[src/rtl/run_length_detector_pkg.sv]
`default_nettype none
// ============================================================================
//  Module      : run_det_pkg
//  Description : Shared types and constants for the run-length detector.
//                run_state_t : detector FSM state encoding (2'b00 is illegal)
//                THR_MIN     : smallest effective threshold (thr=0 maps here)
//  Revision    : 1.0 - initial release
// ============================================================================
package run_det_pkg;

    typedef enum logic [1:0] {
        IDLE = 2'b01,
        RUN  = 2'b10,
        HIT  = 2'b11
    } run_state_t;

    localparam int THR_MIN = 1;

endpackage
`default_nettype wire

[src/rtl/run_length_detector_if.sv]
`default_nettype none
// ============================================================================
//  Module      : run_length_detector_if
//  Description : Sample/control/status bundle of the run-length detector.
//                master : stimulus side (drives x_vld, x, pol, thr, rearm)
//                slave  : detector side (drives z, hit, run_cnt)
//                Optional macro RUN_DET_STICKY_EN adds sticky / sticky_clr.
//  Revision    : 1.0 - initial release
// ============================================================================
interface run_length_detector_if #(
    parameter int CNT_W = 4
);
    logic             x_vld;
    logic             x;
    logic             pol;
    logic [CNT_W-1:0] thr;
    logic             rearm;
    logic             z;
    logic             hit;
    logic [CNT_W-1:0] run_cnt;
`ifdef RUN_DET_STICKY_EN
    logic             sticky;
    logic             sticky_clr;

    modport master (output x_vld, x, pol, thr, rearm, sticky_clr,
                    input  z, hit, run_cnt, sticky);
    modport slave  (input  x_vld, x, pol, thr, rearm, sticky_clr,
                    output z, hit, run_cnt, sticky);
`else
    modport master (output x_vld, x, pol, thr, rearm,
                    input  z, hit, run_cnt);
    modport slave  (input  x_vld, x, pol, thr, rearm,
                    output z, hit, run_cnt);
`endif
endinterface
`default_nettype wire

[src/rtl/run_length_detector_sat_counter.sv]
`default_nettype none
// ============================================================================
//  Module      : sat_counter
//  Description : Saturating up-counter holding the current run length.
//                clk/rst : clock, synchronous active-high reset
//                clr     : force to 0            (highest priority)
//                load1   : force to 1            (run restart after rearm)
//                inc     : +1, holds at all-ones (never wraps)
//                q       : count value
//  Revision    : 1.0 - initial release
// ============================================================================
module sat_counter #(
    parameter int CNT_W = 4
) (
    input  wire logic             clk,
    input  wire logic             rst,
    input  wire logic             inc,
    input  wire logic             clr,
    input  wire logic             load1,
    output logic      [CNT_W-1:0] q
);
    localparam logic [CNT_W-1:0] c_MAX = '1;

    logic [CNT_W-1:0] r_q;

    always_ff @(posedge clk) begin
        if (rst || clr) begin
            r_q <= '0;
        end else if (load1) begin
            r_q <= CNT_W'(1);
        end else if (inc && (r_q != c_MAX)) begin
            r_q <= r_q + 1'b1;
        end
    end

    assign q = r_q;

endmodule
`default_nettype wire

[src/rtl/run_length_detector.sv]
`default_nettype none
// ============================================================================
//  Module      : run_length_detector
//  Description : Detects THR consecutive valid samples equal to a polarity bit.
//                Registered level z (state==HIT), one-cycle hit pulse on each
//                entry into HIT, saturating run counter, optional rearm mode.
//  Ports       : clk, rst (sync, active-high)
//                bus.x_vld/x/pol/thr/rearm  in
//                bus.z/hit/run_cnt          out
//                bus.sticky_clr in, bus.sticky out  (RUN_DET_STICKY_EN only)
//  Macro       : RUN_DET_STICKY_EN - latched hit flag with clear input
//  Note        : CNT_W must match the CNT_W of the connected interface.
//  Revision    : 1.0 - initial release
// ============================================================================
module run_length_detector
    import run_det_pkg::*;
#(
    parameter int CNT_W   = 4,
    parameter int THR_DEF = 2
) (
    input  wire logic           clk,
    input  wire logic           rst,
    run_length_detector_if.slave bus
);
    localparam logic [CNT_W-1:0] c_MAX = '1;

    run_state_t       r_state;
    run_state_t       w_state_nxt;
    logic [CNT_W-1:0] r_thr;
    logic [CNT_W-1:0] w_thr_eff;
    logic [CNT_W-1:0] w_cnt;
    logic [CNT_W-1:0] w_n;
    logic             w_inc;
    logic             w_clr;
    logic             w_load1;
    logic             w_hit_nxt;
    logic             r_z;
    logic             r_hit;

    assign w_thr_eff = (r_thr == '0) ? CNT_W'(THR_MIN) : r_thr;
    // Run length the counter would hold after one more match.
    assign w_n       = (w_cnt == c_MAX) ? w_cnt : w_cnt + 1'b1;

    always_comb begin
        w_state_nxt = r_state;
        w_inc       = 1'b0;
        w_clr       = 1'b0;
        w_load1     = 1'b0;
        w_hit_nxt   = 1'b0;
        case (r_state)
            IDLE, RUN: begin
                if (bus.x_vld) begin
                    if (bus.x != bus.pol) begin
                        w_clr       = 1'b1;
                        w_state_nxt = IDLE;
                    end else begin
                        w_inc = 1'b1;
                        if (w_n >= w_thr_eff) begin
                            w_state_nxt = HIT;
                            w_hit_nxt   = 1'b1;
                        end else begin
                            w_state_nxt = RUN;
                        end
                    end
                end
            end
            HIT: begin
                if (bus.x_vld) begin
                    if (bus.x != bus.pol) begin
                        w_clr       = 1'b1;
                        w_state_nxt = IDLE;
                    end else if (bus.rearm) begin
                        // Non-overlapping mode: the matching sample starts a fresh run.
                        w_load1 = 1'b1;
                        if (w_thr_eff == CNT_W'(THR_MIN)) begin
                            w_state_nxt = HIT;
                            w_hit_nxt   = 1'b1;
                        end else begin
                            w_state_nxt = RUN;
                        end
                    end else begin
                        w_inc = 1'b1;
                    end
                end
            end
            default: begin
                // Unreachable encoding: recover to a clean idle state.
                w_clr       = 1'b1;
                w_state_nxt = IDLE;
            end
        endcase
    end

    always_ff @(posedge clk) begin
        if (rst) begin
            r_state <= IDLE;
            r_z     <= 1'b0;
            r_hit   <= 1'b0;
        end else begin
            r_state <= w_state_nxt;
            r_z     <= (w_state_nxt == HIT);
            r_hit   <= w_hit_nxt;
        end
    end

    // Threshold only follows the input while idle, so a run is judged
    // against the value in force when it started.
    always_ff @(posedge clk) begin
        if (rst) begin
            r_thr <= CNT_W'(THR_DEF);
        end else if (r_state == IDLE) begin
            r_thr <= bus.thr;
        end
    end

    sat_counter #(
        .CNT_W (CNT_W)
    ) u_cnt (
        .clk   (clk),
        .rst   (rst),
        .inc   (w_inc),
        .clr   (w_clr),
        .load1 (w_load1),
        .q     (w_cnt)
    );

    assign bus.z       = r_z;
    assign bus.hit     = r_hit;
    assign bus.run_cnt = w_cnt;

`ifdef RUN_DET_STICKY_EN
    logic r_sticky;

    // Set has priority over clear so a hit coinciding with a clear is kept.
    always_ff @(posedge clk) begin
        if (rst) begin
            r_sticky <= 1'b0;
        end else if (w_hit_nxt) begin
            r_sticky <= 1'b1;
        end else if (bus.sticky_clr) begin
            r_sticky <= 1'b0;
        end
    end

    assign bus.sticky = r_sticky;
`endif

endmodule
`default_nettype wire

[src/flat_wrapper.sv]
// flat-port wrapper written by rule: the top's interface ports become plain ports
module run_length_detector_flat import run_det_pkg::*;
#(
    parameter int CNT_W   = 4,
    parameter int THR_DEF = 2
)
  (clk, rst, bus_x_vld, bus_x, bus_pol, bus_thr, bus_rearm, bus_z, bus_hit, bus_run_cnt);
  run_length_detector_if #(.CNT_W(CNT_W)) bus_i ();
  input  wire logic clk;
  input  wire logic rst;
  input wire logic [$bits(bus_i.x_vld)-1:0] bus_x_vld;
  input wire logic [$bits(bus_i.x)-1:0] bus_x;
  input wire logic [$bits(bus_i.pol)-1:0] bus_pol;
  input wire logic [$bits(bus_i.thr)-1:0] bus_thr;
  input wire logic [$bits(bus_i.rearm)-1:0] bus_rearm;
  output wire logic [$bits(bus_i.z)-1:0] bus_z;
  output wire logic [$bits(bus_i.hit)-1:0] bus_hit;
  output wire logic [$bits(bus_i.run_cnt)-1:0] bus_run_cnt;
  assign bus_i.x_vld = bus_x_vld;
  assign bus_i.x = bus_x;
  assign bus_i.pol = bus_pol;
  assign bus_i.thr = bus_thr;
  assign bus_i.rearm = bus_rearm;
  assign bus_z = bus_i.z;
  assign bus_hit = bus_i.hit;
  assign bus_run_cnt = bus_i.run_cnt;
  run_length_detector #(.CNT_W(CNT_W), .THR_DEF(THR_DEF)) u_core (.clk(clk), .rst(rst), .bus(bus_i));
endmodule
[config.mk]
export PLATFORM = sky130hd
export DESIGN_NAME = run_length_detector_flat
export DESIGN_NICKNAME = d
export VERILOG_FILES = /design/src/rtl/run_length_detector_pkg.sv /design/src/rtl/run_length_detector_if.sv /design/src/rtl/run_length_detector_sat_counter.sv /design/src/rtl/run_length_detector.sv /design/src/flat_wrapper.sv
export SDC_FILE = /design/constraint.sdc
export NUM_CORES = 1
export LEC_CHECK = 0
export CORE_MARGIN = 2
export CORE_UTILIZATION = 40
export CTS_BUF_LIST = sky130_fd_sc_hd__clkbuf_4
export CTS_CLUSTER_SIZE = 30
export DETAILED_ROUTE_END_ITERATION = 10
export PLACE_DENSITY = 0.63
export SKIP_LAST_GASP = 1
export SLEW_MARGIN = 10
export SYNTH_ARGS = -nofsm -noshare
export SYNTH_HDL_FRONTEND = slang
export SYNTH_SLANG_ARGS = --single-unit
export TNS_END_PERCENT = 1
[constraint.sdc]
create_clock -name clk -period 2.82 [get_ports clk]
set_clock_uncertainty 0.05 [all_clocks]
set_input_delay 0.282 -clock clk [delete_from_list [all_inputs] [get_ports clk]]
set_output_delay 0.282 -clock clk [all_outputs]
set_load 0.05 [all_outputs]
Word-level counts from Yosys, hierarchy flattened --
Cells that the tools add are included.
Word-level totals: logic and storage cells 56, bits in writable memories 0, output and inout port bits 6, input bits 10, bits in latches 0, bits in read-only memories 0, memories 0, bits in registers 12
Operators by class: reduce and logical (&&, ||, !) cells 7, div/mod/pow operators 0, mux-type cells 33, order comparisons 1, bitwise gates (word level) 0, multipliers 0, add/subtract/negate cells 1, shift operators 0, equality and inequality tests 8
Operator list (number):
- $mux W1 | 23
- $mux W2 | 5
- $mux W4 | 2
- $eq A2 B2 Y1 const B | 3
- $add A4 B1 Y4 const B | 1
- $eq A4 B1 Y1 const B | 1
- $eq A4 B4 Y1 const B | 1
- $ge A4 B4 Y1 | 1
- $logic_not A4 Y1 | 1
- $ne A4 B4 Y1 const B | 1
- $pmux W1 S2 | 2
- $pmux W2 S2 | 1
- $reduce_or A2 Y1 | 2
- $reduce_or A3 Y1 | 1
- $eq A2 B1 Y1 const B | 1
- $reduce_bool A2 Y1 | 1
- $logic_and A1 B1 Y1 | 1
- $logic_or A1 B1 Y1 | 1
- $ne A1 B1 Y1 | 1

Logic depth before layout (Yosys ltp) --
Gate-level depths: netlist of run 1.
word-level depth 9, gate-level depth with buffers 9, depth with buffers taken out 9

By module --
A second synthesis of run 1 with hierarchy kept.
Second synthesis, totals: cell total of the unflattened synthesis 95, area, all modules 793.3 um^2
By module, submodules not included:
- run_length_detector | cells an instance 73, instances 1, sequential area each 160.2 um^2, area an instance 594.3 um^2
- sat_counter | cells an instance 22, instances 1, sequential area each 80.1 um^2, area an instance 198.9 um^2

Worst setup path before layout of run 1 --
No wires, ideal clock.
path type reg2reg, start reg u_core.u_cnt.r_q[0] (netlist: u_core.u_cnt.q[0]), end reg u_core.r_z (netlist: u_core.bus.z), clock period less this slack 2.533 ns, cell stages (with the launch flop) 9, slack 0.287 ns, library setup time 0.086 ns, required time 2.684 ns, buffers on the path 0, arrival 2.396 ns, cell sequence dfxtp_1 -> ha_1 -> nand3_1 -> mux2_2 -> ha_1 -> o211ai_1 -> o21ai_0 -> o221ai_1 -> a221oi_2
On the way: longest elaborated chain between the ends 8, elaborated cells on any way between the ends 9, those cells by class 1 x add/sub; 1 x order compare; 2 x eq/ne; 5 x mux
RTL lines:
- from (decl) | RTL line run_length_detector_sat_counter.sv:24 | logic [CNT_W-1:0] r_q;
- from (signal assigned) | RTL line run_length_detector_sat_counter.sv:32 | r_q <= r_q + 1'b1;
- $add A4 B1 Y4 / $eq A4 B4 Y1 (equally long branches) | RTL line run_length_detector.sv:42 | assign w_n = (w_cnt == c_MAX) ? w_cnt : w_cnt + 1'b1;
- $mux W4 (*) | RTL line run_length_detector.sv:42
- $ge A4 B4 Y1 (*) | RTL line run_length_detector.sv:58 | if (w_n >= w_thr_eff) begin
- $mux W1 (*) | RTL line run_length_detector.sv:58
- $mux W2 (*) | RTL line run_length_detector.sv:53 | if (bus.x != bus.pol) begin
- $mux W2 (*) | RTL line run_length_detector.sv:52 | if (bus.x_vld) begin
- $pmux W2 S2 (*) | RTL line run_length_detector.sv:50 | case (r_state)
- $eq A2 B2 Y1 (*) | RTL line run_length_detector.sv:101 | r_z <= (w_state_nxt == HIT);
- to (signal assigned) | RTL line run_length_detector.sv:101
- to (decl) | RTL line run_length_detector.sv:37 | logic r_z;
Mark *: on every way between the ends. The rest lies on a longest branch, timed or not. A chain may end at the register's enable or synchronous reset.

Worst setup path in the final report of run 1 --
Same ends and word-level chain as after synthesis.

==> impl.org, run 1 <==
** Route
- Detailed-routing iteration count for the pre-antenna-repair pass :: 4
- The routed layout has 700 vias.
- After detailed routing, the total wire length is 1520 um.
- Wirelength per Cell :: 11.7 um
- Number of DRC violations after detailed-routing iteration 0 :: 12
- The detail route stage leaves a number of antenna-violating nets equal to 0.
- After detailed routing, the number of remaining DRC violations is 0.
- After detailed routing, the number of vias per cell comes to 5.38.

** Clock network
- Clock tree synthesis selected as its root buffer the cell sky130_fd_sc_hd__clkbuf_4.
- Once the clock tree was built, the setup fixing pass inserted 0 buffers.
- # clock sinks :: 12
- Clock latency on the worst-skew pair, taken at its later pin, is 0.28 ns.
- Number of buffers added by the clock tree synthesis step :: 3
- After clock tree synthesis, the clock-pin slew on the worst setup and hold paths is 0.08 ns.
- TritonCTS clock tree :: built
- Number of buffers inserted by hold repair at cts :: 0
- The number of gates resized after CTS was 0.
- Level count of the clock H-tree :: 1
- Largest buffer count on any clock path :: 2

** Logic synthesis
- Sequential-to-total area share from yosys stat :: 31.9%
- The synthesized netlist occupies a cell area of 753 um2.
- Library cells used by synthesis :: 30
- Post-synthesis share of cell area spent on and, or, nand and nor gates :: 20.4%
- Yosys synthesis warning count :: 0
- Largest family of logic cells by synthesized area :: simple AND/OR/NAND/NOR gates
- Fraction of the mapped netlist area in compound gates :: 19.4%
- After technology mapping, the gate count stands at 87.
- Number of synthesized register bits :: 12
- In the synthesized netlist, mux cells make up 8.14% of the area.
- Syn_area_per_cell :: 8.66 um2
- Summing the areas of all fa, ha and maj instances in the mapped netlist gives 13.3% of the synthesized area.
- Xor/xnor cell area share of the yosys netlist :: 2.33%
- Net count of the mapped netlist :: 105

** Worst hold path
- The path with the worst hold slack has its endpoint at u_core.r_thr[0].
- Hold Crit Class :: reg2reg
- The worst hold path passes through 2 cells.
- Origin of the worst min-delay path :: u_core.r_thr[0]

** Cells and area
- Filler-free cell count of the finished design :: 130
- The repair_antennas step left the layout with diodes totalling 0.
- The library cell used most frequently in the layout, excluding fill and tap cells, is sky130_fd_sc_hd__clkdlybuf4s50_1.
- Highest-count cells in the layout ignoring fill and taps :: 15 x sky130_fd_sc_hd__clkdlybuf4s50_1, 12 x sky130_fd_sc_hd__dfxtp_1, 9 x sky130_fd_sc_hd__nor2_1
- In the final layout, the share of cells above drive strength 1 is 8.57%.
- For this run, the share of the core covered by cells in the final layout is 54.8%.
- Relative to the synthesized area, the layout overhead comes to 27.1%.
- At the end of the flow, the number of nets in the layout was 124.
- The filler cells instantiated in the layout total 173.

** STA
- The number of pins exceeding their max-slew limit in the final report came to 0.
- Based on the critical path, the design can be clocked at up to 423 MHz.
- Counting I/O delays and the setup requirement, the final critical path takes 2.36 ns.
- Setup total negative slack on the finished layout was measured at 0 ns.
- At the pin with the least slew margin, the transition time is 0.505 ns.
- The final number of hold-violating endpoints is 0.
- Setup Viol. Count Final :: 0
- Dividing the final minimum period by the clock period gives 83.9%.
- Remaining max-slew budget at the tightest pin :: 66.1%
- Setup repair after global routing left no endpoint under its margin.

** Setup path
- Critical path fanouts, max :: 7
- Counting both buffers and inverters, the worst setup path holds a total of 0.
- In this design, the largest share of critical-path delay is due to compound AO/OA/AOI/OAI gates.
- Counting cells, the worst reg-to-reg path comes to 8.
- Most used cell, CP :: sky130_fd_sc_hd__ha_1
- The worst setup path is captured at a flip-flop.
- CP startpoint :: u_core.u_cnt.q[0]
- Worst reg2reg setup slack :: 0.46 ns
- Worst reg2reg path startpoint :: u_core.u_cnt.q[0]
- Crit Reg-Reg Endpoint :: u_core.bus.z
- At the worst endpoint, the arrival time is 2.52 ns.
- Data required time of the worst path :: 2.97 ns
- Crit-path slowest cell :: sky130_fd_sc_hd__dfxtp_1
- The critical path is of the reg2reg type.
- STA classifies the critical path startpoint as a flip-flop.
- Cell-by-cell listing of the critical path :: ha_1 -> nand3_1 -> mux2_2 -> ha_1 -> o211ai_1 -> o21ai_0 -> o221ai_1 -> a221oi_2
- For this run, the slowest stage of the critical path takes 0.45 ns.

** Job
- Max Cap Violations :: 0

** Placed design
- The congestion estimate from routability-driven global placement came to 0.865.
- Number of placed cells counting well taps :: 126
- Port Buf Inserts :: 15
- Post-DP HPWL :: 1190 um

** Pwr
- Power per cell area :: 722 nW/um2
- The completed layout was analyzed and its total power is 0.691 mW.
- Leakage power figure :: 0.415 nW
- IR Drop Worst-Case VDD :: 0.607 mV

** Global routing
- Across every metal layer, demand over resource in global routing totals 16.2%.
- Pin count of the biggest net entering global routing :: 9
- Remaining global-route overflow :: 0
- The number of global-route vias before repair is 616.
- Global-route wire length before repair :: 2510 um
- The initial antenna violation count was 0.

** Run status
- The flow ran to the end, and the final reports show no timing, DRC or antenna violations.

** Floorplan
- Initial Util :: 43.2%
- The die covers 2250 um2.
- Std cell rows :: 15
- The die is 47.4 um wide.
- In this run the standard cell core region covers 1750 um2.
- Height of the chip :: 47.4 um
- 16 I/O pins were placed.
## power by group
group | switching (mW) | total (mW) | internal [mW]
Sequential | 0.0314 | 0.239 | 0.208
Combinational | 0.192 | 0.340 | 0.149
Clock | 0.0601 | 0.111 | 0.0513
Total | 0.283 | 0.691 | 0.408
## metal layers
| layer | vias up | routed length [um] | global-route usage, % |
|---|---|---|---|
| met4 | 0 | 22 | 8.33 |
| met5 | - | 0 | 0 |
| met1 | 325 | 748 | 22.0 |
| li1 | 352 | - | - |
| met3 | 4 | 66 | 4.62 |
| met2 | 19 | 679 | 23.2 |
## cells by family after synthesis
group                      Yosys count
buffers and inverters                9
DFF                                 12
xor gates and xnor gates             2
and+or+nand+nor                     29
muxes                                6
adders and majority gates            8
AOI/OAI and AO/OA                   21
## final cells by class
cell class | count | area [um2] | share of cell area, %
inverters | 8 | 30.0 | 3.14
well taps | 25 | 31.3 | 3.27
multi-input cells | 66 | 479 | 50.1
clock buffers | 3 | 22.5 | 2.35
flip-flops and latches | 12 | 240 | 25.1
repair buffers | 15 | 150 | 15.7
clock inverters | 1 | 3.75 | 0.392
## metrics by stage
stage | instance area (um2) | setup WS, ns | hold slack, ns
after global placement | 931 | 0.553 | 0.438
after detailed placement | 931 | 0.450 | 0.453
after global routing | 957 | 0.242 | 0.490
after CTS | 957 | 0.446 | 0.471
after floorplan | 753 | 0.287 | 0.304
final | 957 | 0.455 | 0.460
## tightest hold or removal path, stage by stage, from the launching register on
cell	delay, ns
sky130_fd_sc_hd__dfxtp_1	0.34
sky130_fd_sc_hd__mux2i_1	0.07
sky130_fd_sc_hd__nor2_1	0.07
## synthesized netlist by cell type
| library cell | instances | area share (%) |
|---|---|---|
| sky130_fd_sc_hd__nor2b_1 | 1 | 0.83 |
| sky130_fd_sc_hd__nor3b_1 | 1 | 1.0 |
| sky130_fd_sc_hd__or2b_1 | 1 | 1.0 |
| sky130_fd_sc_hd__dfxtp_1 | 12 | 32 |
| sky130_fd_sc_hd__a221oi_2 | 1 | 2.0 |
| sky130_fd_sc_hd__o211ai_1 | 2 | 2.0 |
| sky130_fd_sc_hd__inv_1 | 8 | 4.0 |
| sky130_fd_sc_hd__ha_1 | 8 | 13 |
| sky130_fd_sc_hd__nor3_1 | 2 | 1.3 |
| sky130_fd_sc_hd__a21oi_1 | 4 | 2.7 |
| sky130_fd_sc_hd__a211oi_1 | 1 | 1.0 |
| sky130_fd_sc_hd__clkbuf_1 | 1 | 0.50 |
| sky130_fd_sc_hd__nand4_1 | 1 | 0.83 |
| sky130_fd_sc_hd__o21bai_1 | 1 | 1.0 |
| sky130_fd_sc_hd__nor4_1 | 1 | 0.83 |
| sky130_fd_sc_hd__a41oi_2 | 1 | 2.2 |
| sky130_fd_sc_hd__nor2_2 | 1 | 0.83 |
| sky130_fd_sc_hd__a31o_2 | 1 | 1.2 |
| sky130_fd_sc_hd__xnor2_1 | 2 | 2.3 |
| sky130_fd_sc_hd__nor2_1 | 9 | 4.5 |
| sky130_fd_sc_hd__or4b_4 | 1 | 1.8 |
| sky130_fd_sc_hd__mux2_2 | 1 | 1.5 |
| sky130_fd_sc_hd__and4b_1 | 1 | 1.3 |
| sky130_fd_sc_hd__o21ai_0 | 7 | 4.7 |
| sky130_fd_sc_hd__and3_1 | 2 | 1.7 |
| sky130_fd_sc_hd__mux2i_1 | 5 | 6.6 |
| sky130_fd_sc_hd__nand3_1 | 3 | 2.0 |
| sky130_fd_sc_hd__nand2_1 | 5 | 2.5 |
| sky130_fd_sc_hd__a31oi_1 | 2 | 1.7 |
| sky130_fd_sc_hd__o221ai_1 | 1 | 1.2 |
## state kept, by name, summed over array words and instances, names as in the netlist
| signal | flops |
|---|---|
| u_core.bus.hit | 1 |
| u_core.r_state | 2 |
| u_core.r_thr | 4 |
| u_core.u_cnt.q | 4 |
| u_core.bus.z | 1 |
## worst max path at each step
stage                    to  slack, ns  cells past startpoint
4_1_cts        u_core.bus.z       0.45                      8
3_3_place_gp   u_core.bus.z       0.55                      8
3_5_place_dp   u_core.bus.z       0.45                      8
2_1_floorplan  u_core.bus.z       0.29                      8
6_report       u_core.bus.z       0.46                      8
5_1_grt        u_core.bus.z       0.24                      8
No activity file was read; power rests on OpenSTA's default activity.
==> inputs of run 2 (changes only) <==
- PLACE_DENSITY: 0.63 -> 0.66
- clock period: 2.82 -> 1.93 ns (I/O delays scaled with it)
==> impl.org, run 2 (same netlist as run 1, synthesis figures left out) <==
** Global routing
- Initial antenna violation count :: 0 (unchanged)
- Pin count of the biggest net entering global routing :: 9 (unchanged)
- The global router's overall resource usage is 19.4% (+3.1 points).
- The number of global-route vias before repair is 713 (+16%).
- The total overflow reported by the global router was 0 (unchanged).
- The wire length of the first global-routing pass came to 2990 um (+19%).

** Setup path
- Endpoint class of the critical path :: flip-flop
- CP top delay family :: compound AO/OA/AOI/OAI gates
- The worst reg-to-reg path cell count was 8 (unchanged).
- Data required time of the worst path :: 2.07 ns (-0.90 ns)
- The data arrival at the endpoint of the critical path came to 2.08 ns (-0.44 ns).
- STA classifies the critical path startpoint as a flip-flop.
- Cell-by-cell listing of the critical path :: ha_4 -> nand3_2 -> mux2_4 -> ha_4 -> o211ai_1 -> o21ai_1 -> o221ai_2 -> a221oi_2
- Longest individual stage delay on the worst path :: 0.36 ns (-0.09 ns)
- Crit. path cell count :: 8 (unchanged)
- The worst setup path is of the reg2reg kind.
- Crit-path slowest cell :: sky130_fd_sc_hd__dfxtp_4
- The largest driver fanout on the critical path came to 4 (-3).
- Most used cell, CP :: sky130_fd_sc_hd__ha_4
- The number of buffer and inverter instances along the worst setup path is 0 (unchanged).

** Placed design
- The detailed-placement wirelength estimate is 1360 um (+14%).
- The quantity of I/O buffers inserted on ports is 15 (unchanged).
- Weighted congestion at the end of routability-driven global placement :: 0.835 (-3.4%)
- The placed instance area was 1020 um2 (+9.3%).

** Clock network
- The deepest clock path buffer count came to 2 (unchanged).
- The post-CTS setup-driven buffer insertion count is 0 (unchanged).
- The clock latency at the later pin of the worst-skew pair is 0.27 ns (about the same).
- Clock input transition at the sequential cells of the worst setup and hold paths :: 0.08 ns (about the same)
- CTS placed an instance of sky130_fd_sc_hd__clkbuf_4 at the clock tree root.
- Level count of the clock H-tree :: 1 (unchanged)
- TritonCTS clock tree :: built
- The total number of clock tree sinks is 12 (unchanged).
- Number of buffers added by the clock tree synthesis step :: 3 (unchanged)

** Pwr
- The reported leakage power is 0.464 nW (+12%).
- The maximum resistive drop on vdd is 0.803 mV (+32%).
- The power per standard cell area came to 999 nW/um2 (+38%).
- Total power after layout :: 1.08 mW (+56%)

** Worst hold path
- The tightest min-delay check is of the reg2reg type.
- Hold path cells :: 2 (unchanged)

** Run status
- Outcome :: finished with violations
- The checks that failed: setup timing.

** STA
- Final period demand of the worst path :: 1.94 ns (-0.423 ns)
- Worst hold slack across all endpoints :: 0.453 ns (-0.00641 ns)
- Highest clock frequency the design can meet :: 515 MHz (+22%)
- RSZ-0062 raised after global routing :: yes
- The minimum setup slack in the final design was -0.0119 ns (-0.467 ns).
- The final number of hold-violating endpoints came to 0 (unchanged).
- Transition time at the pin with the least slew margin :: 0.494 ns (-0.0104 ns)
- Final Cycle Share :: 101% (+17 points)
- The final number of setup-violating endpoints was 1 (+1).
- Remaining max-slew budget at the tightest pin :: 67.0% (+0.83 points)
- Max Slew Vio Count :: 0 (unchanged)

** Cells and area
- Fraction of layout cells with a size suffix above 1 :: 25.0% (+16 points)
- Count of fill cells added during filler insertion :: 171 (-1.2%)
- The antenna cell count is 0 (unchanged).
- The number of nets in the final layout was 131 (+5.6%).
- The post-route standard cell area excluding fillers was 1080 um2 (+13%).
- The flip-flop and latch area came to 250 um2 (+4.2%).
- The area growth from synthesis to layout is 43.2%.
- The library cell used most frequently in the layout, excluding fill and tap cells, is sky130_fd_sc_hd__clkdlybuf4s50_1.
- The footprint of the multi-input gates is 538 um2 (+12%).
- The top cell types in the final layout, fill and taps aside, are 15 x sky130_fd_sc_hd__clkdlybuf4s50_1, 8 x sky130_fd_sc_hd__inv_1, 8 x sky130_fd_sc_hd__nor2_1, 8 x sky130_fd_sc_hd__dfxtp_1, 7 x sky130_fd_sc_hd__buf_4.
- Post-Route Utilization :: 61.8% (+7.0 points)

** Route
- Wirelength per Cell :: 12.3 um (+5.3%)
- Final antenna-violating net count :: 0 (unchanged)
- Routed Wire Length :: 1680 um (+11%)
- # DRC :: 0 (unchanged)
- Post-DR vias/cell :: 5.26 (-2.3%)
- Via count of the routed design :: 721 (+3.0%)
- The iteration count of the initial detailed-routing pass is 4 (unchanged).
- The violation count after the first detailed-routing iteration came to 11 (-1).

** Floorplan
- Height of the chip :: 47.4 um (unchanged)
- The initial core utilization was 43.2% (unchanged).
- Core box area :: 1750 um2 (unchanged)
- The x dimension of the die was 47.4 um (unchanged).
- Std cell rows :: 15 (unchanged)
- Area of the die :: 2250 um2 (unchanged)
- Count of boundary I/O pins :: 16 (unchanged)

** Job
- The count of maximum capacitance violations is 0 (unchanged).
==> run 2: what timing repair did <==
item,4_1_cts,5_1_grt
endpoints found under the setup margin,2,3
hold buffers,0,0
resized for setup,2,4
pin swaps,6,4
==> run 2: power by group <==
group          switching, mW  internal, mW  total [mW]
sequential            0.0449         0.304       0.349
combinational          0.313         0.257       0.570
clock                 0.0834        0.0747       0.158
total                  0.441         0.636        1.08
==> run 2: path summary, 6_finish.rpt <==
kind | start | to | slack [ns]
setup / recovery | u_core.u_cnt.q[0] | u_core.bus.z | -0.01
hold / removal | u_core.r_thr[0] | u_core.r_thr[0] | 0.45
setup reg to reg | u_core.u_cnt.q[0] | u_core.bus.z | -0.01
hold reg to reg | u_core.r_thr[0] | u_core.r_thr[0] | 0.45
==> run 2: through the flow <==
stage | instances | setup TNS [ns] | setup WS (ns)
after global routing | 137 | -0.157 | -0.0908
after CTS | 137 | -0.0638 | -0.0592
after detailed placement | 133 | -0.0492 | -0.0492
after global placement | 133 | 0 | 0.0212
after floorplan | 87 | -0.160 | -0.0878
final | 137 | -0.0119 | -0.0119
==> run 2: cell type report <==
type	count	area share (%)
Tap cell	25	2.90
Sequential cell	12	23.2
Inverter	8	2.78
Clock inverter	1	0.348
Timing Repair Buffer	22	18.8
Multi-Input combinational cell	66	49.9
Clock buffer	3	2.09
==> run 2: tightest hold or removal path: cells and delay by family (launching register included) <==
family	cells	cell delay (ns)
multiplexers	1	0.07
flip-flops	1	0.33
AND/OR/NAND/NOR	1	0.07
==> run 2: layer usage <==
| layer | track usage [%] | routed length, um |
|---|---|---|
| met3 | 3.85 | 82 |
| met5 | 0 | 0 |
| met4 | 12.2 | 33 |
| met1 | 25.9 | 836 |
| met2 | 28.1 | 730 |
==> inputs of run 3 (changes only) <==
- RECOVER_POWER: unset -> 50
==> impl.org, run 3 (same netlist as run 1, synthesis figures left out) <==
** Run status
- The run finished, with violations left.
- Failing checks :: setup timing

** Pwr
- The maximum resistive drop on vdd was 0.792 mV (-1.4%).
- Power per cell area :: 995 nW/um2 (-0.34%)
- Total power after layout :: 1.07 mW (-0.69%)
- The reported leakage power was 0.467 nW (+0.65%).

** STA
- The headroom to the max-slew limit was 66.5% (-0.47 points).
- Worst hold slack across all endpoints :: 0.452 ns (-0.00118 ns)
- Transition time at the pin with the least slew margin :: 0.501 ns (+0.00700 ns)
- Endpoints failing hold :: 0 (unchanged)
- Setup Viol. Count Final :: 1 (unchanged)
- The part of the cycle the worst path needs was 101% (about the same).
- The timing-limited maximum frequency came to 515 MHz (about the same).
- Setup repair after global routing could not meet its margin everywhere.
- Fin worst setup slack :: -0.0129 ns (-0.000978 ns)
- The final critical-path required period came to 1.94 ns (+0.000978 ns).
- The number of pins exceeding their max-slew limit in the final report came to 0 (unchanged).

** Floorplan
- The chip height is 47.4 um (unchanged).
- Die Width :: 47.4 um (unchanged)
- Area of the die :: 2250 um2 (unchanged)
- The number of standard-cell rows in the floorplan was 15 (unchanged).
- Initial Util :: 43.2% (unchanged)
- The I/O pin total is 16 (unchanged).
- Core box area :: 1750 um2 (unchanged)

** Setup path
- STA classifies the critical path endpoint as a flip-flop.
- The setup slack of the most critical reg-to-reg path came to -0.01 ns (about the same).
- Critical path class :: reg2reg
- Critical path fanouts, max :: 4 (unchanged)
- R2R cell count :: 8 (unchanged)
- The required time of the critical path was 2.07 ns (about the same).
- WP data arrival :: 2.08 ns (about the same)
- The startpoint identified for the worst register-to-register timing path is u_core.u_cnt.q[0].
- In this run the critical register-to-register path is captured at u_core.bus.z.
- CP startpoint kind :: flip-flop

** Global routing
- The initial antenna violation count came to 0 (unchanged).
- The number of global-route vias before repair is 713 (unchanged).
- Remaining global-route overflow :: 0 (unchanged)
- Pin count of the biggest net entering global routing :: 9 (unchanged)
- Global-route wire length before repair :: 2990 um (unchanged)
- The global router's overall resource usage is 19.4% (unchanged).

** Route
- The aggregate routed wire length is 1710 um (+1.4%).
- # DRC :: 0 (unchanged)
- Detailed-routing iteration count for the pre-antenna-repair pass :: 4 (unchanged)
- The total via count in the routed design came to 725 (+0.55%).
- The violation count after the first detailed-routing iteration was 12 (+1).
- Wirelength per Cell :: 12.5 um (+1.4%)
- Final antenna-violating net count :: 0 (unchanged)
- Post-DR vias/cell :: 5.29 (+0.55%)

** Clock network
- Cell chosen for the clock root :: sky130_fd_sc_hd__clkbuf_4
- Largest buffer count on any clock path :: 2 (unchanged)
- # clock sinks :: 12 (unchanged)
- Clock input transition at the sequential cells of the worst setup and hold paths :: 0.08 ns (about the same)
- Source-to-sink clock delay at the later pin of the worst-skew pair :: 0.27 ns (about the same)
- TritonCTS built the clock tree.
- The total number of H-tree levels is 1 (unchanged).
- Number of buffers added by the clock tree synthesis step :: 3 (unchanged)
- The number of buffers added to fix hold violations after cts came to 0 (unchanged).

** Cells and area
- Total non-filler cell area in the finished layout :: 1070 um2 (-0.35%)
- The number of nets in the final layout is 131 (unchanged).
- The library cell used most frequently in the layout, excluding fill and tap cells, is sky130_fd_sc_hd__clkdlybuf4s50_1.
- The layout cell share with drive strength beyond 1 came to 24.1% (-0.89 points).
- The final design utilization is 61.6% (-0.22 points).
- Signed area change from the synthesized netlist to the final layout :: 42.7%
- In the layout the commonest cells are 13 x sky130_fd_sc_hd__clkdlybuf4s50_1, 8 x sky130_fd_sc_hd__inv_1, 8 x sky130_fd_sc_hd__nor2_1, 8 x sky130_fd_sc_hd__dfxtp_1.
- The antenna cell count was 0 (unchanged).

** Worst hold path
- The number of cells on the worst hold path was 2 (unchanged).
- Worst Hold Endpoint :: u_core.r_thr[0]
- Origin of the worst min-delay path :: u_core.r_thr[0]
- Hold Crit Class :: reg2reg

** Placed design
- Area after DPL :: 1020 um2 (unchanged)
- Port Buf Inserts :: 15 (unchanged)
- Setup slack at placement :: -0.0492 ns (unchanged)
- The last weighted congestion value of the routability-driven placer is 0.835 (unchanged).
- Post-DP HPWL :: 1360 um (unchanged)

** Job
- The count of maximum capacitance violations was 0 (unchanged).
run 3: worst max path at each step:
stage                      startpoint            to  slack (ns)  cells after the start
floorplan           u_core.u_cnt.q[0]  u_core.bus.z       -0.09                      8
global placement    u_core.u_cnt.q[1]  u_core.bus.z        0.02                      8
detailed placement  u_core.u_cnt.q[1]  u_core.bus.z       -0.05                      8
CTS                 u_core.u_cnt.q[0]  u_core.bus.z       -0.06                      8
global route        u_core.u_cnt.q[0]  u_core.bus.z       -0.09                      8
finish              u_core.u_cnt.q[0]  u_core.bus.z       -0.01                      8
run 3: what timing repair did:
action / 4_1_cts / 5_1_grt
resized for setup: 2 / 4
pin swaps: 6 / 4
endpoints found under the setup margin: 2 / 3
buffers inserted: 0 / 0
run 3: layout make-up:
class | instances | area [um2]
inverters | 8 | 30.0
clock buffers | 3 | 22.5
flip-flops and latches | 12 | 250
well taps | 25 | 31.3
clock inverters | 1 | 3.75
fillers | 173 | 671
repair buffers | 22 | 199
multi-input cells | 66 | 538
run 3: where the power goes:
group	total, mW	internal [mW]	switching (mW)	leakage (nW)
combinational	0.563	0.249	0.314	0.350
sequential	0.349	0.304	0.0445	0.101
clock	0.158	0.0747	0.0835	0.0154
run 3: stage by stage:
| step | std cells | TNS, ns |
|---|---|---|
| global route | 137 | -0.157 |
| CTS | 137 | -0.0638 |
| detailed placement | 133 | -0.0492 |
| global placement | 133 | 0 |
| finish | 137 | -0.0129 |
| floorplan | 87 | -0.160 |
run 3: routing by layer:
layer | up-vias | global-route usage (%) | routed length [um]
met2 | 23 | 28.1 | 760
met4 | 0 | 12.2 | 33
met5 | - | 0 | 0
met1 | 333 | 25.9 | 805
li1 | 365 | - | -
met3 | 4 | 3.85 | 108
run 3: critical path, stage by stage, from the launching register on:
cell and delay (ns):
sky130_fd_sc_hd__dfxtp_4 0.36, sky130_fd_sc_hd__ha_4 0.14, sky130_fd_sc_hd__nand3_2 0.09, sky130_fd_sc_hd__mux2_4 0.32, sky130_fd_sc_hd__ha_4 0.26, sky130_fd_sc_hd__o211ai_1 0.07
sky130_fd_sc_hd__o21ai_1 0.21, sky130_fd_sc_hd__o221ai_2 0.14, sky130_fd_sc_hd__a221oi_2 0.22
